## config.mk

```make
export PLATFORM = sky130hd
export DESIGN_NAME = uart_tx_arbiter
export DESIGN_NICKNAME = d
export VERILOG_FILES = /design/src/rtl/uart_tx_arbiter.sv
export SDC_FILE = /design/constraint.sdc
export NUM_CORES = 1
export LEC_CHECK = 0
export CORE_MARGIN = 8
export CORE_UTILIZATION = 49
export CTS_BUF_LIST = sky130_fd_sc_hd__clkbuf_16
export DETAILED_ROUTE_END_ITERATION = 16
export PLACE_DENSITY = 0.86
export SLEW_MARGIN = 30
export SYNTH_ARGS = -nofsm -noshare
export SYNTH_HDL_FRONTEND = slang
export SYNTH_SLANG_ARGS = --single-unit
```

## constraint.sdc

```tcl
create_clock -name clk -period 3.6 [get_ports clk]
set_input_delay 0.72 -clock clk [delete_from_list [all_inputs] [get_ports clk]]
set_output_delay 0.72 -clock clk [all_outputs]
set_load 0.02 [all_outputs]
```

## src/rtl/uart_tx_arbiter.sv

```systemverilog
// Round-robin scheduler sharing one uart_tx among N_REQ requesters: grants one
// frame at a time, drives uart_tx in/start, and reports done or start-timeout.
module uart_tx_arbiter #(
    parameter int unsigned N_REQ         = 4,
    parameter int unsigned DATA_W        = 8,
    parameter int unsigned START_TIMEOUT = 64,
    parameter int unsigned GUARD_CYCLES  = 2
) (
    input  logic                      clk,
    input  logic                      reset,
    input  logic [N_REQ-1:0]          req,
    input  logic [N_REQ*DATA_W-1:0]   req_data,
    output logic [N_REQ-1:0]          grant,
    output logic [N_REQ-1:0]          done,
    output logic [N_REQ-1:0]          err,
    output logic [DATA_W-1:0]         tx_in,
    output logic                      tx_start,
    input  logic                      tx_busy,
    output logic                      active,
    output logic [$clog2(N_REQ)-1:0]  owner
);

    localparam int unsigned OW   = $clog2(N_REQ);
    localparam int unsigned CMAX = (START_TIMEOUT > GUARD_CYCLES) ? START_TIMEOUT : GUARD_CYCLES;
    localparam int unsigned CW   = $clog2(CMAX + 1);

    typedef enum logic [1:0] {IDLE, LAUNCH, DRAIN, GAP} state_e;

    state_e              state_q, state_d;
    logic [CW-1:0]       cnt_q, cnt_d;
    logic [OW-1:0]       rr_q, rr_d;
    logic [OW-1:0]       owner_q, owner_d;
    logic [DATA_W-1:0]   tx_in_q, tx_in_d;
    logic                tx_start_q, tx_start_d;
    logic [N_REQ-1:0]    grant_q, grant_d;
    logic [N_REQ-1:0]    done_q, done_d;
    logic [N_REQ-1:0]    err_q, err_d;

    logic                found;
    logic [OW-1:0]       sel;

    // First set request at or after rr_q, wrapping explicitly for non-power-of-2 N_REQ.
    always_comb begin : sel_search
        int unsigned idx;
        found = 1'b0;
        sel   = '0;
        idx   = 0;
        for (int unsigned k = 0; k < N_REQ; k++) begin
            idx = int'(rr_q) + k;
            if (idx >= N_REQ) idx = idx - N_REQ;
            if (!found && req[idx]) begin
                found = 1'b1;
                sel   = OW'(idx);
            end
        end
    end

    always_comb begin
        state_d    = state_q;
        cnt_d      = cnt_q;
        rr_d       = rr_q;
        owner_d    = owner_q;
        tx_in_d    = tx_in_q;
        tx_start_d = tx_start_q;
        grant_d    = '0;
        done_d     = '0;
        err_d      = '0;
        unique case (state_q)
            IDLE: begin
                if (found && !tx_busy) begin
                    grant_d[sel] = 1'b1;
                    tx_in_d      = req_data[int'(sel)*DATA_W +: DATA_W];
                    owner_d      = sel;
                    rr_d         = (sel == OW'(N_REQ-1)) ? '0 : sel + 1'b1;
                    tx_start_d   = 1'b1;
                    cnt_d        = '0;
                    state_d      = LAUNCH;
                end
            end
            LAUNCH: begin
                // busy wins over a coincident terminal count
                if (tx_busy) begin
                    tx_start_d = 1'b0;
                    state_d    = DRAIN;
                end else if (cnt_q == CW'(START_TIMEOUT-1)) begin
                    tx_start_d     = 1'b0;
                    err_d[owner_q] = 1'b1;
                    cnt_d          = '0;
                    state_d        = (GUARD_CYCLES == 0) ? IDLE : GAP;
                end else begin
                    cnt_d = cnt_q + 1'b1;
                end
            end
            DRAIN: begin
                if (!tx_busy) begin
                    done_d[owner_q] = 1'b1;
                    cnt_d           = '0;
                    state_d         = (GUARD_CYCLES == 0) ? IDLE : GAP;
                end
            end
            GAP: begin
                if (cnt_q == CW'(GUARD_CYCLES-1)) begin
                    cnt_d   = '0;
                    state_d = IDLE;
                end else begin
                    cnt_d = cnt_q + 1'b1;
                end
            end
            default: state_d = IDLE;
        endcase
    end

    always_ff @(posedge clk or negedge reset) begin
        if (!reset) begin
            state_q    <= IDLE;
            cnt_q      <= '0;
            rr_q       <= '0;
            owner_q    <= '0;
            tx_in_q    <= '0;
            tx_start_q <= 1'b0;
            grant_q    <= '0;
            done_q     <= '0;
            err_q      <= '0;
        end else begin
            state_q    <= state_d;
            cnt_q      <= cnt_d;
            rr_q       <= rr_d;
            owner_q    <= owner_d;
            tx_in_q    <= tx_in_d;
            tx_start_q <= tx_start_d;
            grant_q    <= grant_d;
            done_q     <= done_d;
            err_q      <= err_d;
        end
    end

    assign grant    = grant_q;
    assign done     = done_q;
    assign err      = err_q;
    assign tx_in    = tx_in_q;
    assign tx_start = tx_start_q;
    assign owner    = owner_q;
    assign active   = (state_q != IDLE);

endmodule

```

=== Yosys cells after proc, flatten, opt, wreduce, memory -nomap -nowiden ===
Index checks and enable logic that the tools add are counted.
Widths: inputs -> output; s select.

* Bits in registers: 34
* Input port bits: 39
* Word-level logic and storage cells: 107

* Order comparisons: 12
* Reductions and logical operators: 17
* Mux-type cells: 48
* Shifts and indexed selects: 1
* Add/sub/neg operators: 9
* Equal/unequal tests: 11

{| class="wikitable"
|+ Operators by type and width
! cell !! number
|-
| $lt 32x3->1 const B || 4
|-
| $mux 32 || 4
|-
| $mux 7 || 5
|-
| $shiftx 32x6->8 || 1
|-
| $mux 4 || 7
|-
| $pmux 7 s4 || 1
|-
| $mux 2 || 10
|-
| $mux 1 || 13
|-
| $sub 3x3->4 const B || 3
|-
| $ge 3x3->1 const B || 3
|-
| $bmux 1 s2 || 4
|-
| $ne 2x2->1 const B || 4
|-
| $pmux 2 s4 || 1
|-
| $add 7x1->7 const B || 1
|-
| $eq 7x1->1 const B || 1
|-
| $eq 7x6->1 const B || 1
|-
| $add 2x2->3 const B || 2
|-
| $eq 2x2->1 const B || 3
|-
| $logic_and 1x1->1 || 6
|-
| $lt 2x3->1 const B || 2
|-
| $reduce_and 3->1 || 2
|-
| $demux 1 s2 || 2
|-
| $ge 2x1->1 const B || 2
|-
| $logic_not 1->1 || 4
|-
| 11 further kinds || 12
|}

=== Longest topological paths before layout ===
Gate-level depths: netlist of the first run.

* Depth in word-level cells: 20
* Depth in mapped cells: 7
* Depth with buffers taken out: 7

=== Worst setup path after synthesis of the first run ===
Ideal clock, no wire load.

* Kind: input-to-reg
* Start: input req[1]
* End: register tx_in_q[0], in the netlist tx_in[0]
* Cell stages on the path: 5
* Arrival: 1849 ps
* Setup slack: 1606 ps
* Path buffers: 1
* Data required time: 3455 ps
* Cells stage by stage: buf_2 o41ai_1 nor2_1 o21ai_1 o211ai_1

* Cells in the longest elaborated chain, start to end: 14

{| class="wikitable"
|+ RTL lines
! element !! line !! text
|-
| start, declared || 11 || <nowiki>input logic [N_REQ-1:0] req,</nowiki>
|-
| parallel branches: the longest is 14 deep, another holds $bmux 1 s2 || - ||
|-
| end signal, assigned || 129 || <nowiki>tx_in_q <= tx_in_d;</nowiki>
|-
| end, declared || 33 || <nowiki>logic [DATA_W-1:0] tx_in_q, tx_in_d;</nowiki>
|}

Parallel ways; which one is timed is not known. The select of a mux whose other input is x is not followed.
A chain may end at the register's enable or synchronous reset.

=== Worst setup path after layout of the first run ===
* Start: input req[3]
* End: register tx_in_q[6], in the netlist tx_in[6]

The elaborated chain is that of the path after synthesis.

==> results.env, run 1 <==
SYNTH_TOP_CELLS_BY_AREA='sky130_fd_sc_hd__dfrtp_1 46%, sky130_fd_sc_hd__nand2_1 5.0%, sky130_fd_sc_hd__mux2i_1 4.8%, sky130_fd_sc_hd__ha_1 4.7%, sky130_fd_sc_hd__a21bo_2 4.3%'
FINCLKSKEW_NS=0.00356
REQUIRED_NS=3.78
FINALHOLDWORSTSLACK_NS=0.518
SYNTH-MAIN-FF-CELL='sky130_fd_sc_hd__dfrtp_1'
VDD_IR_DROP_MAX_V=0.000562
SYNTHDISTINCTLIBCELLS=41
NETLIST_INSTANCES=192
SHARE_OF_FINAL_LAYOUT_STANDARD_CELLS_STRONGER_THAN_DRIVE_STRENGTH_1=0.0885
ANT_NETS=0
INITIAL_ANTENNA_VIOLATION_COUNT=0
INSTANCES_NO_FILL=308
CRITICAL_PATH.REG2REG.ENDPOINT='tx_in[6]'
MIN-DELAY-PATH-CLASS='reg2reg'
FP-ROW-COUNT=22
CTS_INSERTED_BUFFERS=5
CRIT-REG2REG-LAUNCH='state_q[0]'
START_UTIL=0.509
CLK-INSERTION-DELAY-LATE_NS=0.27
YOSYSTOPAREACELLSHARE=0.457
HOLD-PATH-CELL-COUNT=2
SYNTH.CELL_AREA_SQ_UM=1860
PERIOD_SHARE=0.708
HTREEDEPTH=2
CRIT_TYPE='in2reg'
NUMBER_OF_BUFFERS_ON_THE_LONGEST_CLOCK_PATH=2
WORST-ENDPOINT-ARRIVAL_NS=2.73
WORSTPATHMAXFANOUT=12
SLEW-LIMIT-HEADROOM=0.500
HOLDBUFCOUNTCTS=0
END_KIND='flop'
VIOLATION_COUNT_AFTER_THE_FIRST_DETAILED_ROUTE_ITERATION=90
YS_SEQ_ELEMENTS=34
TOTALPOWERFINAL_mW=1.84
TIMING.REG2REG.SETUP_SLACK_NS=1.27
CORE_SQ_UM=3660
ASYNC_SET_RESET_FLOP_SHARE_OUT_OF_SYNTHESIS=1.00
CTS.SINK_COUNT=34
FINAL-SETUP-VIOL-COUNT=0
CTS_ROOT_BUFFER='sky130_fd_sc_hd__clkbuf_16'
PERIOD_NEEDED_NS=2.55
NETS=305
FINAL_COMMON_CELL='sky130_fd_sc_hd__clkdlybuf4s50_1'
FLOW.AREA_GROWTH_FROM_SYNTHESIS_PCT=43.7
NUM_IO_PINS=63
IO_BUFFERS=62
FMAXACHIEVABLE_MHz=392
STATUS='finished clean'
MULTIINPUTGATEAREA_SQ_UM=978
DR_TOTAL_VIAS=1696
TRITONCTS_CLOCK_TREE='built'
SYNTH_SEQ_AREA_SHARE=0.457
POWER_PER_CELL_AREA_nW_PER_UM2=687
STARTPOINT_OF_THE_WORST_HOLD_PATH='tx_start'
SYNTHESIS.YOSYS.WARNINGS=0
GLOBAL_ROUTE.USAGE.TOTAL=0.168
ROUTE.DETAILED.DRC=0
FIN_HOLD_VIOLS=0
DIE_Y_UM=77.7
TIMING.CRITICAL_PATH.FROM_TYPE='primary input'
TOTAL_LEAKAGE_POWER_nW=1.17
DRT-TOTAL-WL_UM=5110
REG2REG_DEPTH=7
SYN-NUM-NETS=238
DRV_SLEW=0
POST_CTS.RESIZED_INSTANCES=0
ROUTE.DETAILED.WL_PER_INST_UM=16.6
FIRSTDRTPASSITERS=4
HOLD-PATH-ENDPOINT='tx_start'
DIEWIDTH_UM=77.7
FINAL_CELL_MIX='62 x sky130_fd_sc_hd__clkdlybuf4s50_1, 34 x sky130_fd_sc_hd__dfrtp_1, 25 x sky130_fd_sc_hd__nand2_1, 19 x sky130_fd_sc_hd__nor2_1, 12 x sky130_fd_sc_hd__o21ai_0'
NUMBER_OF_POST_CTS_SETUP_REPAIR_BUFFERS=0
DP_CELLS=300
GRT_FIRST_PASS_WIRELENGTH_UM=8360
FIRST_GLOBAL_VIAS=1770
TIGHTESTPINTRANSITION_NS=0.747
SEQCELLAREA_SQ_UM=851
DETAILEDPLACEMENTHPWL_UM=3850
MAX-CAP-VIOLATIONS=0
GRT_REMAINING_OVERFLOW=0
N_ANTENNA_CELL=0
UNREPAIRED_SETUP_ENDPOINTS_AFTER_GLOBAL_ROUTING='false'
FINALWEIGHTEDCONGESTION=0.808
N_FILL_CELL=269
PATH_CLK_SLEW_NS=0.05
POSTSYNTHAREAPERCELL_SQ_UM=9.70
DIEAREA_SQ_UM=6030
POST-SYNTH-TOP-AREA-CELL='sky130_fd_sc_hd__dfrtp_1'
TIMING.SETUP.TNS_NS=0
NUMBER_OF_ENABLE_TYPE_REGISTER_CELLS_IN_THE_SYNTHESIZED_NETLIST=0
VIAS_PER_CELL=5.51
LARGEST_NET_DEGREE_AT_THE_START_OF_GLOBAL_ROUTING=35
## Yosys cell counts (5+ instances only)
master and count:
sky130_fd_sc_hd__a21bo_2 8, sky130_fd_sc_hd__nand3_1 10, sky130_fd_sc_hd__nand2b_1 8, sky130_fd_sc_hd__mux2i_1 9, sky130_fd_sc_hd__dfrtp_1 34, sky130_fd_sc_hd__nor2_1 19
sky130_fd_sc_hd__inv_1 5, sky130_fd_sc_hd__ha_1 7, sky130_fd_sc_hd__o21ai_0 12, sky130_fd_sc_hd__nand2_1 25, sky130_fd_sc_hd__o21ai_1 6, sky130_fd_sc_hd__o211ai_1 8
## power by group
group	switching [mW]	leakage, nW	total, mW	internal [mW]
clock network	0.147	0.0672	0.398	0.252
logic	0.472	0.654	0.862	0.390
registers	0.0967	0.446	0.580	0.483
total	0.716	1.17	1.84	1.12
## state kept, by name, indices dropped and copies added, names as in the netlist
signal	flops
rr_q	2
cnt_q	7
owner	2
tx_in	8
grant	4
tx_start	1
err	4
state_q	2
done	4
## worst max-delay path by stage
stage                to  startpoint  slack [ns]  cells past startpoint
2_1_floorplan  tx_in[0]      req[1]        1.61                      5
3_3_place_gp   tx_in[7]      req[3]        0.86                      6
3_5_place_dp   tx_in[6]      req[1]        0.81                      6
4_1_cts        tx_in[6]      req[1]        1.06                      6
5_1_grt        tx_in[4]      req[1]        0.92                      6
6_report       tx_in[6]      req[3]        1.05                      6
## cells by family (layout without fill, tap and decap cells)
| kind of cell | Yosys count | after routing | share of synthesized area |
|---|---|---|---|
| and+or+nand+nor | 78 | 78 | 0.203 |
| AOI/OAI and AO/OA | 55 | 55 | 0.221 |
| DFF | 34 | 34 | 0.457 |
| muxes | 10 | 10 | 0.0544 |
| buffers and inverters | 8 | 76 | 0.0181 |
| adders and majority gates | 7 | 7 | 0.0470 |
## routing by layer
| layer | routed length [um] | GRT usage |
|---|---|---|
| met1 | 2060 | 0.186 |
| met4 | 96 | 0.0660 |
| met2 | 2740 | 0.296 |
| met5 | 0 | 0 |
| met3 | 217 | 0.0484 |
## stage by stage
step / utilization / setup slack (ns) / cell area, sq um
after floorplan: - / 1.61 / 1860
after global placement: 0.693 / 0.863 / 2540
after detailed placement: 0.693 / 0.806 / 2540
after CTS: 0.731 / 1.06 / 2680
after global routing: 0.731 / 0.920 / 2680
final: 0.731 / 1.05 / 2680
## final cells by class
cell class,instances,area share
clock buffers,5,0.0467
clock inverters,3,0.00607
inverters,5,0.00701
multi-input cells,150,0.365
flip-flops and latches,34,0.318
well taps,48,0.0224
repair buffers,63,0.235
## critical path: stages
cell and delay (ns):
sky130_fd_sc_hd__clkdlybuf4s50_1 0.59, sky130_fd_sc_hd__o41ai_1 0.15, sky130_fd_sc_hd__or2_2 0.41, sky130_fd_sc_hd__nor3_2 0.48, sky130_fd_sc_hd__a21bo_2 0.28, sky130_fd_sc_hd__o211ai_1 0.09
No activity file was read; power rests on OpenSTA's default activity.
==> run 2: changes to the inputs <==
CORE_UTILIZATION = 41   (was 49)
PLACE_DENSITY = 0.77   (was 0.86)
clock period = 2.05 ns   (was 3.6 ns; I/O delays follow)
==> results.env, run 2 (synthesized netlist as in run 1, its figures left out) <==
TOTAL_LEAKAGE_POWER_nW=1.32  # +13%
ANT_NETS=0  # unchanged
START_UTIL=0.428  # -0.0810
CLK-INSERTION-DELAY-LATE_NS=0.27  # about the same
POWER_PER_CELL_AREA_nW_PER_UM2=1190  # +74%
FAILED_CHECKS='setup timing'
MAX-CAP-VIOLATIONS=0  # unchanged
DIE_Y_UM=83.4  # +7.4%
FLOW.AREA_GROWTH_FROM_SYNTHESIS_PCT=57.7
HOLDBUFCOUNTCTS=0  # unchanged
VIOLATION_COUNT_AFTER_THE_FIRST_DETAILED_ROUTE_ITERATION=108  # +20%
PERIOD_NEEDED_NS=2.14
SEQCELLAREA_SQ_UM=851  # unchanged
LARGEST_REG_FLOPS=8  # unchanged
NUMBER_OF_BUFFERS_ON_THE_LONGEST_CLOCK_PATH=2  # unchanged
FINAL_COMMON_CELL='sky130_fd_sc_hd__clkdlybuf4s50_1'
SHARE_OF_FINAL_LAYOUT_STANDARD_CELLS_STRONGER_THAN_DRIVE_STRENGTH_1=0.202  # +0.114
FIN_HOLD_VIOLS=0  # unchanged
CORE_SQ_UM=4350  # +19%
STDCELL_AREA_SQ_UM=2940  # +9.7%
NUM_IO_PINS=63  # unchanged
FINAL-SETUP-VIOL-COUNT=8  # +8
DETAILEDPLACEMENTHPWL_UM=4020  # +4.4%
FP-ROW-COUNT=24  # +9.1%
PERIOD_SHARE=1.04
VDD_IR_DROP_MAX_V=0.000553  # -1.7%
DRT-TOTAL-WL_UM=5460  # +6.9%
CRIT_TYPE='reg2reg'
DPL-INSTANCE-AREA_SQ_UM=2750  # +8.4%
CPPEAKSTAGEDELAY_NS=0.47  # -0.12 ns
TIMING.CRITICAL_PATH.FROM_TYPE='flop'
COMBINATIONAL_POWER_SHARE=0.513  # +0.044
VIAS_PER_CELL=5.30  # -3.7%
INTERNAL-POWER_mW=2.19  # +94%
ROUTE.DETAILED.DRC=0  # unchanged
FIRSTDRTPASSITERS=4  # unchanged
INITIAL_ANTENNA_VIOLATION_COUNT=0  # unchanged
WORSTPATHMAXFANOUT=7  # -5
DR_TOTAL_VIAS=1797  # +6.0%
POWER_SWITCHING_mW=1.32  # +85%
TIGHTESTPINTRANSITION_NS=0.479  # -0.269 ns
ROUTE.DETAILED.WL_PER_INST_UM=16.1  # -2.9%
DRV_SLEW=0  # unchanged
SETUP_SLACK_AT_PLACEMENT_NS=-0.107  # -0.913 ns
FIRST_GLOBAL_VIAS=1894  # +7.0%
TIMING.REG2REG.SETUP_SLACK_NS=-0.09  # -1.36 ns
TRITONCTS_CLOCK_TREE='built'
FINAL_CRITICAL_PATH_SETUP_SLACK_NS=-0.0876  # -1.14 ns
REQUIRED_NS=2.21  # -1.57 ns
GLOBAL_ROUTE.USAGE.TOTAL=0.156  # -0.0124
MULTIINPUTGATEAREA_SQ_UM=1020  # +4.1%
SLEW-LIMIT-HEADROOM=0.678  # +0.178
PATH_CLK_SLEW_NS=0.05  # about the same
PATH_CELLS='inv_2 > ha_1 > or4b_4 > o31ai_4 > a21boi_4 > nor2_1 > a22o_1'
CTS_ROOT_BUFFER='sky130_fd_sc_hd__clkbuf_16'
DIEAREA_SQ_UM=6960  # +15%
DIEWIDTH_UM=83.4  # +7.4%
STATUS='finished with violations'
CP.BUFFERS_INVERTERS=1  # unchanged
FMAXACHIEVABLE_MHz=468
CPLARGESTDELAYFAMILY='compound AO/OA/AOI/OAI gates'
LARGEST_NET_DEGREE_AT_THE_START_OF_GLOBAL_ROUTING=35  # unchanged
FINAL_CELL_MIX='61 x sky130_fd_sc_hd__clkdlybuf4s50_1, 34 x sky130_fd_sc_hd__dfrtp_1, 28 x sky130_fd_sc_hd__buf_4, 25 x sky130_fd_sc_hd__nand2_1, 19 x sky130_fd_sc_hd__nor2_1'
PWR-SHARE-CLK=0.199  # -0.018
TIMING.CRITICAL_PATH.SLOWEST_STAGE_CELL='sky130_fd_sc_hd__or4b_4'
N_ANTENNA_CELL=0  # unchanged
WORST-ENDPOINT-ARRIVAL_NS=2.30  # -0.43 ns
IO_BUFFERS=62  # unchanged
HTREEDEPTH=2  # unchanged
FINCLKSKEW_NS=0.00358  # +0.0000230 ns
NETS=333  # +9.2%
SW_FRAC_OF_TOTAL=0.377  # -0.0116
FINALWEIGHTEDCONGESTION=0.785  # -2.8%
N_FILL_CELL=362  # +35%
REGISTER_SHARE_OF_TOTAL_POWER=0.288  # -0.027
END_KIND='flop'
MIN-DELAY-PATH-CLASS='reg2reg'
GRT_FIRST_PASS_WIRELENGTH_UM=9040  # +8.1%
GRT_REMAINING_OVERFLOW=0  # unchanged
UNREPAIRED_SETUP_ENDPOINTS_AFTER_GLOBAL_ROUTING='true'
CTS_INSERTED_BUFFERS=5  # unchanged
CTS.SINK_COUNT=34  # unchanged
==> run 2: changes by cell type in the layout (fill, tap and decap cells not counted), sizes merged <==
| cell | previous run | this run |
|---|---|---|
| clkdlybuf4s50 | 62 | 61 |
| dlygate4sd2 | 0 | 1 |
| clkinvlp | 1 | 0 |
| buf | 1 | 29 |
==> run 2: what timing repair did <==
action | CTS | global route
gates resized for setup | 2 | 7
pin swaps | 0 | 2
buffers inserted | 1 | 1
endpoints found under the setup margin | 7 | 16
==> run 2: layout make-up <==
cell class | instances | area share
Clock buffer | 5 | 0.0426
Sequential cell | 34 | 0.290
Inverter | 5 | 0.00639
Multi-Input combinational cell | 150 | 0.347
Timing Repair Buffer | 91 | 0.289
Tap cell | 52 | 0.0221
Clock inverter | 2 | 0.00341
==> run 2: power groups by stage <==
stage	logic, mW	registers (mW)	clock network, mW
2_1_floorplan	0.817	1.13	0
3_3_place_gp	1.65	1.01	0
3_5_place_dp	1.68	1.01	0
4_1_cts	1.73	1.01	0.711
5_1_grt	1.98	1.04	0.747
6_report	1.80	1.01	0.697
==> run 2: routing by layer <==
metal | global-route usage | routed length (um)
met1 | 0.180 | 2210
met2 | 0.259 | 2770
met3 | 0.0469 | 314
met4 | 0.0691 | 163
met5 | 0 | 0
==> run 2: worst min-delay path: cells and delay by family (launching register included) <==
kind	cells	cell delay [ns]
AOI/OAI and AO/OA	1	0.07
DFF	1	0.34
and+or+nand+nor	1	0.05
==> run 2: path summary, 6_finish.rpt <==
check	startpoint	to	cells after the start
max	cnt_q[1]	cnt_q[2]	7
min	tx_in[4]	tx_in[4]	2
max reg2reg	cnt_q[1]	cnt_q[2]	7
min reg2reg	tx_in[4]	tx_in[4]	2
max in group asynchronous	reset	tx_in[1]	2
min in group asynchronous	reset	cnt_q[0]	2
==> run 2: per-stage QoR <==
stage                     setup TNS (ns)  power [mW]  utilization  hold slack, ns  instances
after floorplan                        0        1.94            -           0.114        192
after global placement            -0.677        2.65        0.631           0.482        330
after detailed placement           -1.04        2.70        0.631           0.493        330
after CTS                              0        3.44        0.666           0.504        338
after global routing               -1.17        3.77        0.675           0.541        339
final                             -0.392        3.51        0.675           0.500        339
